`src/rtl/uart_pkg.sv`:
```
// Shared types and constants for the UART transmitter slice.
package uart_pkg;

   localparam int UART_CLKS_PER_BIT_DEF = 16;
   localparam int UART_DATA_BITS        = 8;
   localparam int UART_BIT_IDX_W        = 3;

   typedef enum logic [1:0] {
      IDLE  = 2'd0,
      START = 2'd1,
      DATA  = 2'd2,
      STOP  = 2'd3
   } uart_state_e;

   // Width of a down-counter that must hold CLKS_PER_BIT-1.
   function automatic int uart_cnt_width(input int clks);
      return (clks <= 2) ? 1 : $clog2(clks);
   endfunction

endpackage

```
`src/rtl/uart_baud_counter.sv`:
```
// Bit-period timer: a down-counter that produces a one-cycle tick on the
// last cycle of every CLKS_PER_BIT-cycle period. Reloading on clear lines
// the first period up with the frame start.
module uart_baud_counter
   import uart_pkg::*;
#(
   parameter int CLKS_PER_BIT = UART_CLKS_PER_BIT_DEF
) (
   input  logic clk,
   input  logic rst,
   input  logic clear,
   input  logic enable,
   output logic tick
);

   localparam int             CNT_W  = uart_cnt_width(CLKS_PER_BIT);
   localparam logic [CNT_W-1:0] RELOAD = CNT_W'(CLKS_PER_BIT - 1);

   logic [CNT_W-1:0] cnt;

   // Count down while enabled, reload at terminal count or on clear.
   always_ff @(posedge clk or posedge rst) begin
      if (rst) begin
         cnt <= '0;
      end else if (clear) begin
         cnt <= RELOAD;
      end else if (enable) begin
         if (cnt == '0) begin
            cnt <= RELOAD;
         end else begin
            cnt <= cnt - CNT_W'(1);
         end
      end
   end

   assign tick = enable && (cnt == '0);

endmodule

```
`src/rtl/uart_tx.sv`:
```
// UART transmitter, 8 data bits, MSB first, one start and one stop period.
// Build option: define UART_TX_STOP_HIGH_EN to drive the stop period high
// (standard stop bit); without it the stop period is driven low.
//
// state | meaning
// ------+-----------------------------------------------------------
// IDLE  | line high, ready high, waiting for start
// START | start bit period (line low)
// DATA  | 8 data bit periods, data_q[bit_idx] with bit_idx 7 down to 0
// STOP  | trailing stop period, level set by build option
//
// Both outputs are registered from the current state, so the line lags the
// state by one clock: accepting edge E0 leaves the line high, the start bit
// appears after E1, and ready returns one edge after the FSM re-enters IDLE.
module uart_tx
   import uart_pkg::*;
#(
   parameter int CLKS_PER_BIT = UART_CLKS_PER_BIT_DEF
) (
   input  logic                      clk,
   input  logic                      rst,
   input  logic [UART_DATA_BITS-1:0] data,
   input  logic                      start,
   output logic                      serial_data,
   output logic                      ready
);

`ifdef UART_TX_STOP_HIGH_EN
   localparam logic STOP_LEVEL = 1'b1;
`else
   localparam logic STOP_LEVEL = 1'b0;
`endif

   localparam logic [UART_BIT_IDX_W-1:0] FIRST_BIT_IDX = UART_BIT_IDX_W'(UART_DATA_BITS - 1);

   uart_state_e                state;
   uart_state_e                state_next;
   logic [UART_DATA_BITS-1:0]  data_q;
   logic [UART_BIT_IDX_W-1:0]  bit_idx;
   logic                       bit_tick;
   logic                       accept;
   logic                       serial_next;
   logic                       ready_next;

   assign accept = (state == IDLE) && start;

   uart_baud_counter #(
      .CLKS_PER_BIT (CLKS_PER_BIT)
   ) u_baud (
      .clk    (clk),
      .rst    (rst),
      .clear  (accept),
      .enable (state != IDLE),
      .tick   (bit_tick)
   );

   // State register.
   always_ff @(posedge clk or posedge rst) begin
      if (rst) begin
         state <= IDLE;
      end else begin
         state <= state_next;
      end
   end

   // Next-state logic; start is only looked at in IDLE.
   always_comb begin
      state_next = state;
      case (state)
         IDLE:    if (start) state_next = START;
         START:   if (bit_tick) state_next = DATA;
         DATA:    if (bit_tick && (bit_idx == '0)) state_next = STOP;
         STOP:    if (bit_tick) state_next = IDLE;
         default: state_next = IDLE;
      endcase
   end

   // Byte latch on acceptance and bit-index down-counter across DATA.
   always_ff @(posedge clk or posedge rst) begin
      if (rst) begin
         data_q  <= '0;
         bit_idx <= '0;
      end else if (accept) begin
         data_q  <= data;
         bit_idx <= FIRST_BIT_IDX;
      end else if ((state == DATA) && bit_tick && (bit_idx != '0)) begin
         bit_idx <= bit_idx - UART_BIT_IDX_W'(1);
      end
   end

   // Output decode from the current state.
   always_comb begin
      serial_next = 1'b1;
      ready_next  = 1'b0;
      case (state)
         IDLE: begin
            serial_next = 1'b1;
            ready_next  = 1'b1;
         end
         START:   serial_next = 1'b0;
         DATA:    serial_next = data_q[bit_idx];
         STOP:    serial_next = STOP_LEVEL;
         default: serial_next = 1'b1;
      endcase
   end

   // Output registers; reset holds the line idle but not ready.
   always_ff @(posedge clk or posedge rst) begin
      if (rst) begin
         serial_data <= 1'b1;
         ready       <= 1'b0;
      end else begin
         serial_data <= serial_next;
         ready       <= ready_next;
      end
   end

endmodule

```
`config.mk`:
```
export PLATFORM = sky130hd
export DESIGN_NAME = uart_tx
export DESIGN_NICKNAME = d
export VERILOG_FILES = /design/src/rtl/uart_pkg.sv /design/src/rtl/uart_baud_counter.sv /design/src/rtl/uart_tx.sv
export SDC_FILE = /design/constraint.sdc
export NUM_CORES = 1
export LEC_CHECK = 0
export BUFFER_PORTS_ARGS = -buffer_cell sky130_fd_sc_hd__buf_2
export CORE_MARGIN = 2
export CORE_UTILIZATION = 55
export DETAILED_ROUTE_END_ITERATION = 7
export HOLD_SLACK_MARGIN = 0.02
export PLACE_DENSITY = 0.76
export SYNTH_ARGS = -nofsm -noshare
export SYNTH_HDL_FRONTEND = slang
export SYNTH_SLANG_ARGS = --single-unit
```
`constraint.sdc`:
```
create_clock -name clk -period 3.85 [get_ports clk]
set_input_delay 0.77 -clock clk [delete_from_list [all_inputs] [get_ports clk]]
set_output_delay 0.77 -clock clk [all_outputs]
set_load 0.1 [all_outputs]
```
After elaboration in Yosys (flattened, before gate mapping)
Index checks and enable logic that the tools add are counted.
{ "op_classes": {"n_addsub": 2, "magnitude_cmp": 1, "n_eq_ne": 7, "muxes": 14, "reduce_logical": 14} }
{ "op_table": {"columns": ["op", "count"], "rows": [
  ["$mux W4", 3],
  ["$mux W2", 4],
  ["$ne A2 B2 Y1 const B", 4],
  ["$pmux W2 S4", 1],
  ["$mux W3", 2],
  ["$reduce_bool A2 Y1", 3],
  ["$logic_and A1 B1 Y1", 5],
  ["$eq A2 B2 Y1 const B", 2],
  ["$logic_not A4 Y1", 1],
  ["$lt A3 B4 Y1 const B", 1],
  ["$reduce_and A4 Y1", 1],
  ["$sub A4 B1 Y4 const B", 1],
  ["$bmux W1 S3", 1],
  ["$logic_not A3 Y1", 1],
  ["$pmux W1 S3", 1],
  ["$reduce_bool A3 Y1", 1],
  ["$sub A3 B1 Y3 const B", 1],
  ["$eq A2 B1 Y1 const B", 1],
  ["$logic_not A2 Y1", 1],
  ["$mux W1", 2],
  ["$reduce_or A2 Y1", 1]
]} }
{ "totals": {"regBits": 19, "inputBits": 11, "out_inout_bits": 2, "wordCells": 44} }

Longest topological paths before layout
{ "logic_depth": {"depth_word": 6, "depth_mapped": 6, "depth_no_buf": 5} }

Modules after synthesis
A second synthesis with hierarchy kept.
{ "hier_totals": {"cells_unflattened": 87, "hier_area_um2": 1012.2} }
{ "modules_own_cells": {"columns": ["module", "n_inst", "cells_each", "area_per_inst_um2"], "rows": [
  ["uart_tx", 1, 66, 788.3],
  ["uart_baud_counter", 1, 21, 224.0]
]} }

Worst setup path after synthesis
OpenSTA, ideal clock, no wires.
{ "synth_path": {"path_type": "flip-flop to flip-flop", "startpoint": "register state[0]", "endpoint": "register state[1]", "arrival_time_ns": 1.863, "path_slack_ns": 1.859, "stages_incl_launch_ff": 6, "period_less_slack_ns": 1.991, "cell_sequence": "dfrtp_1 -> inv_1 -> ha_1 -> or4b_4 -> a222oi_1 -> mux2_1"} }
{ "synth_via": {"elab_chain_cells": 5, "elab_cells_between_ends": 13} }
{ "synth_rtl": {"columns": ["element", "line_no", "source"], "rows": [
  ["start, declared", "uart_tx.sv:36", "uart_state_e state;"],
  ["start signal, assigned", "uart_tx.sv:62", "state <= state_next;"],
  ["$reduce_bool A2 Y1", "uart_tx.sv:53", ".enable (state != IDLE),"],
  ["$logic_and A1 B1 Y1", "uart_baud_counter.sv:36", "assign tick = enable && (cnt == '0);"],
  ["$logic_and A1 B1 Y1", "uart_tx.sv:72", "DATA: if (bit_tick && (bit_idx == '0)) state_next = STOP;"],
  ["$ne A2 B2 Y1 (no source line)", null, null],
  ["$reduce_and A4 Y1 (no source line)", null, null]
]} }
Several ways; a longest one is shown, not always the timed one.
A chain may end at the register's enable or synchronous reset.

Worst setup path in the final report
Same ends and word-level chain as after synthesis.

==> run_results.csv <==
group,metric,value,unit
status,outcome,"finished, final reports clean",
clocking,count_of_cells_resized_by_post_cts_repair,0,
clocking,clock_sink_count,19,
global_routing,grt.met2_usage,0.307,
global_routing,globalRouteOverflowTotal,0,
synthesis,synth-warning-count,0,
timing,min_period,2.30,ns
synthesis,synth_top_family_by_area,"multiplexers",
clocking,buffer_count_from_post_cts_setup_fixing,0,
setup_path,cpMaxStageDelayCell,"or4b_4",
global_routing,grt_first_pass_wirelength,2850,um
setup_path,worst_r2r_startpoint,"state[0]",
floorplanning,pin_count,13,
route,drt-vias-per-instance,5.64,
timing,slew_worst_pin,0.697,ns
setup_path,worstPathCellList,"inv_1 -> ha_1 -> or4b_4 -> a222oi_1 -> mux2_1",
timing,fraction_of_the_cycle_the_final_worst_path_needs,0.597,
floorplanning,core_region_area,0.00173,mm2
floorplanning,core.rowCount,15,
synthesis,synth.mux.area_fraction,0.144,
min_path,worst_hold_startpoint,"data_q[0]",
timing,setup-tns-final,0,ns
setup_path,worst-endpoint-required,4.05,ns
floorplanning,dieArea,0.00219,mm2
clocking,worst_skew_pair.late_latency,0.30,ns
clocking,cts_max_level,1,
global_routing,top_usage_layer,"met2",
floorplanning,die_height,46.8,um
timing,fin_hold_ws,0.513,ns
setup_path,cp.depth,5,
synthesis,syn-instance-count,86,
layout,nets,120,
route,antenna_left,0,
setup_path,crit_type,"flop to flop",
setup_path,timing.critical_path.fanout_max,15,
route,remaining_drc_errors,0,
timing,setup_viol_count_final,0,
clocking,post_cts_hold_buffer_count,0,
clocking,cts-root-buf,"clkbuf_4",
pwr,p_leak,0.534,nW
layout,final_common_cell,"dfrtp_1",
layout,insertedDiodeCount,0,
synthesis,synth_fp_nets,105,
synthesis,post_synth_instance_area,0.00101,mm2
setup_path,timing.critical_path.from,"state[0]",
setup_path,cp_top_family,"simple AND/OR/NAND/NOR gates",
setup_path,endpoint,"state[1]",
global_routing,first_global_vias,695,
synthesis,post_synth_xor_area_fraction,0,
global_routing,maximum_number_of_pins_on_one_net_before_global_route_repair,20,
floorplanning,die_x,46.8,um
synthesis,synth_compound_area_frac,0.124,
setup_path,timing.critical_path.slowest_cell_delay,0.54,ns
timing,rsz0062_at_grt,"false",
pwr,share_comb_of_total_power,0.462,
route,drt_pass1_iterations,4,
setup_path,worstSetupEndpointType,"flop",
global_routing,number_of_antenna_violations_at_the_first_check_in_global_routing,0,
floorplanning,initial_core_utilization,0.585,
pwr,worst_supply_voltage_drop_on_vdd,0.444,mV
layout,layout.core_utilization,0.647,
pwr,power_frac_seq,0.416,
timing,fin_worst_skew,0.00275,ns
clocking,cts_tree,"built",
layout,most-common-layout-cells,"dfrtp_1, buf_2, inv_1",
pwr,power.switching,0.000367,W
global_routing,grtUsageMet1,0.224,
global_routing,grt_usage,0.188,
pwr,netSwitchingFraction,0.423,
place,detailed_place_hpwl,1280,um
layout,fraction_of_final_layout_cells_sized_beyond_drive_strength_1,0.300,
timing,slew_headroom,0.535,
timing,hold_viol,0,
synthesis,post_synth_and_or_nand_nor_area_fraction,0.113,
route,via_count,705,
layout,syn_to_final_growth,10.7,%
pwr,cellPowerDensity,778,mW/mm2
setup_path,worst-r2r-setup-slack,1.55,ns
clocking,clk_pin_slew_worst_paths,0.12,ns
timing,max_freq,435,MHz
route,routed_wl,1790,um
setup_path,crit_buf_inv,1,
synthesis,synth.lib_cells_used.distinct,32,
setup_path,reg2reg_to,"state[1]",
global_routing,gr-usage-met3,0.0385,
pwr,clock_power_share,0.122,
synthesis,synth-seq-cells,19,
synthesis,synth.yosys.seq_area_share,0.472,
clocking,cts_inserted_buffers,3,
synthesis,yosys.area_share.adder,0.0991,
min_path,hold_path.class,"flop to flop",
setup_path,startpoint_type,"flop",
place,gp_routability_congestion,0.787,
job,max-cap-violations,0,
timing,timing_max_transition_violations_final,0,
setup_path,ff2ff_path_depth,5,
synthesis,syn_avg_cell_area,11.7,um2
route,wl_per_instance,14.3,um
setup_path,worst-endpoint-arrival,2.50,ns
clocking,clk_path_buf_depth,2,
route,detailedRoute.firstIterationViolations,14,
pwr,p_int,0.000502,W
place,port_buffers,12,
power groups by stage:
stage / Sequential, W / Combinational, W / Clock [W]
2_1_floorplan: 0.000425 / 0.000264 / 0
6_report: 0.000361 / 0.000402 / 0.000106
4_1_cts: 0.000360 / 0.000404 / 0.000106
3_3_place_gp: 0.000357 / 0.000389 / 0
3_5_place_dp: 0.000364 / 0.000401 / 0
5_1_grt: 0.000372 / 0.000447 / 0.000114
registers in the layout, indices dropped and copies added (netlist names):
register     count
ready            1
bit_idx          3
state            2
u_baud.cnt       4
serial_data      1
data_q           8
per-layer routing:
metal	wire, um	vias to the layer above	part of all wire
met2	894	17	0.50
met3	48	4	0.027
met4	38	0	0.021
met1	811	342	0.45
met5	0	-	0
li1	-	342	-
kinds of logic (layout without fill, tap and decap cells):
| logic type | Yosys count | in the layout |
|---|---|---|
| multiplexers | 12 | 12 |
| adder cells (fa/ha/maj) | 8 | 8 |
| AND/OR/NAND/NOR | 16 | 16 |
| flip-flops | 19 | 19 |
| AO/OA/AOI/OAI | 19 | 19 |
| buffers and inverters | 12 | 26 |
synth_stat cells:
library cell,number,area share
ha_1,8,0.099
and4_1,2,0.017
dfstp_2,1,0.026
mux2_2,9,0.10
nor4b_1,1,0.0087
a222oi_1,1,0.0099
nor2b_1,3,0.019
clkbuf_1,1,0.0037
nand2b_1,1,0.0062
a21oi_1,3,0.015
and2b_2,1,0.0087
mux4_2,1,0.022
or4b_4,1,0.014
or3_1,1,0.0062
nand2_1,1,0.0037
a22o_1,1,0.0087
o311ai_0,1,0.0087
nor4_1,1,0.0062
mux2i_1,1,0.0099
nor2_1,1,0.0037
o32a_1,1,0.0099
dfrtp_1,18,0.45
o31ai_1,2,0.015
inv_1,10,0.037
a2111oi_0,1,0.0087
o21ai_0,6,0.030
buf_4,1,0.0074
nand4_1,1,0.0062
nor3_1,1,0.0050
or2b_2,1,0.0087
mux2_1,1,0.011
a31oi_1,3,0.019
worst min path at each step:
stage,depth (start not counted),to,slack [ns]
floorplan,1,data_q[0],0.47
global placement,1,data_q[7],0.48
finish,1,data_q[0],0.51
CTS,1,data_q[0],0.51
detailed placement,1,data_q[0],0.49
global route,1,data_q[0],0.53
per-stage QoR:
| stage | total power, W | cells | worst slack (ns) | cell area (um2) |
|---|---|---|---|---|
| after CTS | 0.000869 | 125 | 1.57 | 1120 |
| after floorplan | 0.000689 | 86 | 1.86 | 1010 |
| final | 0.000869 | 125 | 1.55 | 1120 |
| after global placement | 0.000746 | 121 | 1.67 | 1090 |
| after detailed placement | 0.000765 | 121 | 1.59 | 1090 |
| after global routing | 0.000933 | 125 | 1.39 | 1120 |
cell type report:
type,count,area [um2]
sequential,19,477
clock inverter,1,5.00
tap,25,31.3
clock buffer,3,22.5
timing repair buffer,12,60.1
multi-input combinational,55,484
fill,142,609
inverter,10,37.5
Note: power is estimated with default switching activity, not from simulation.
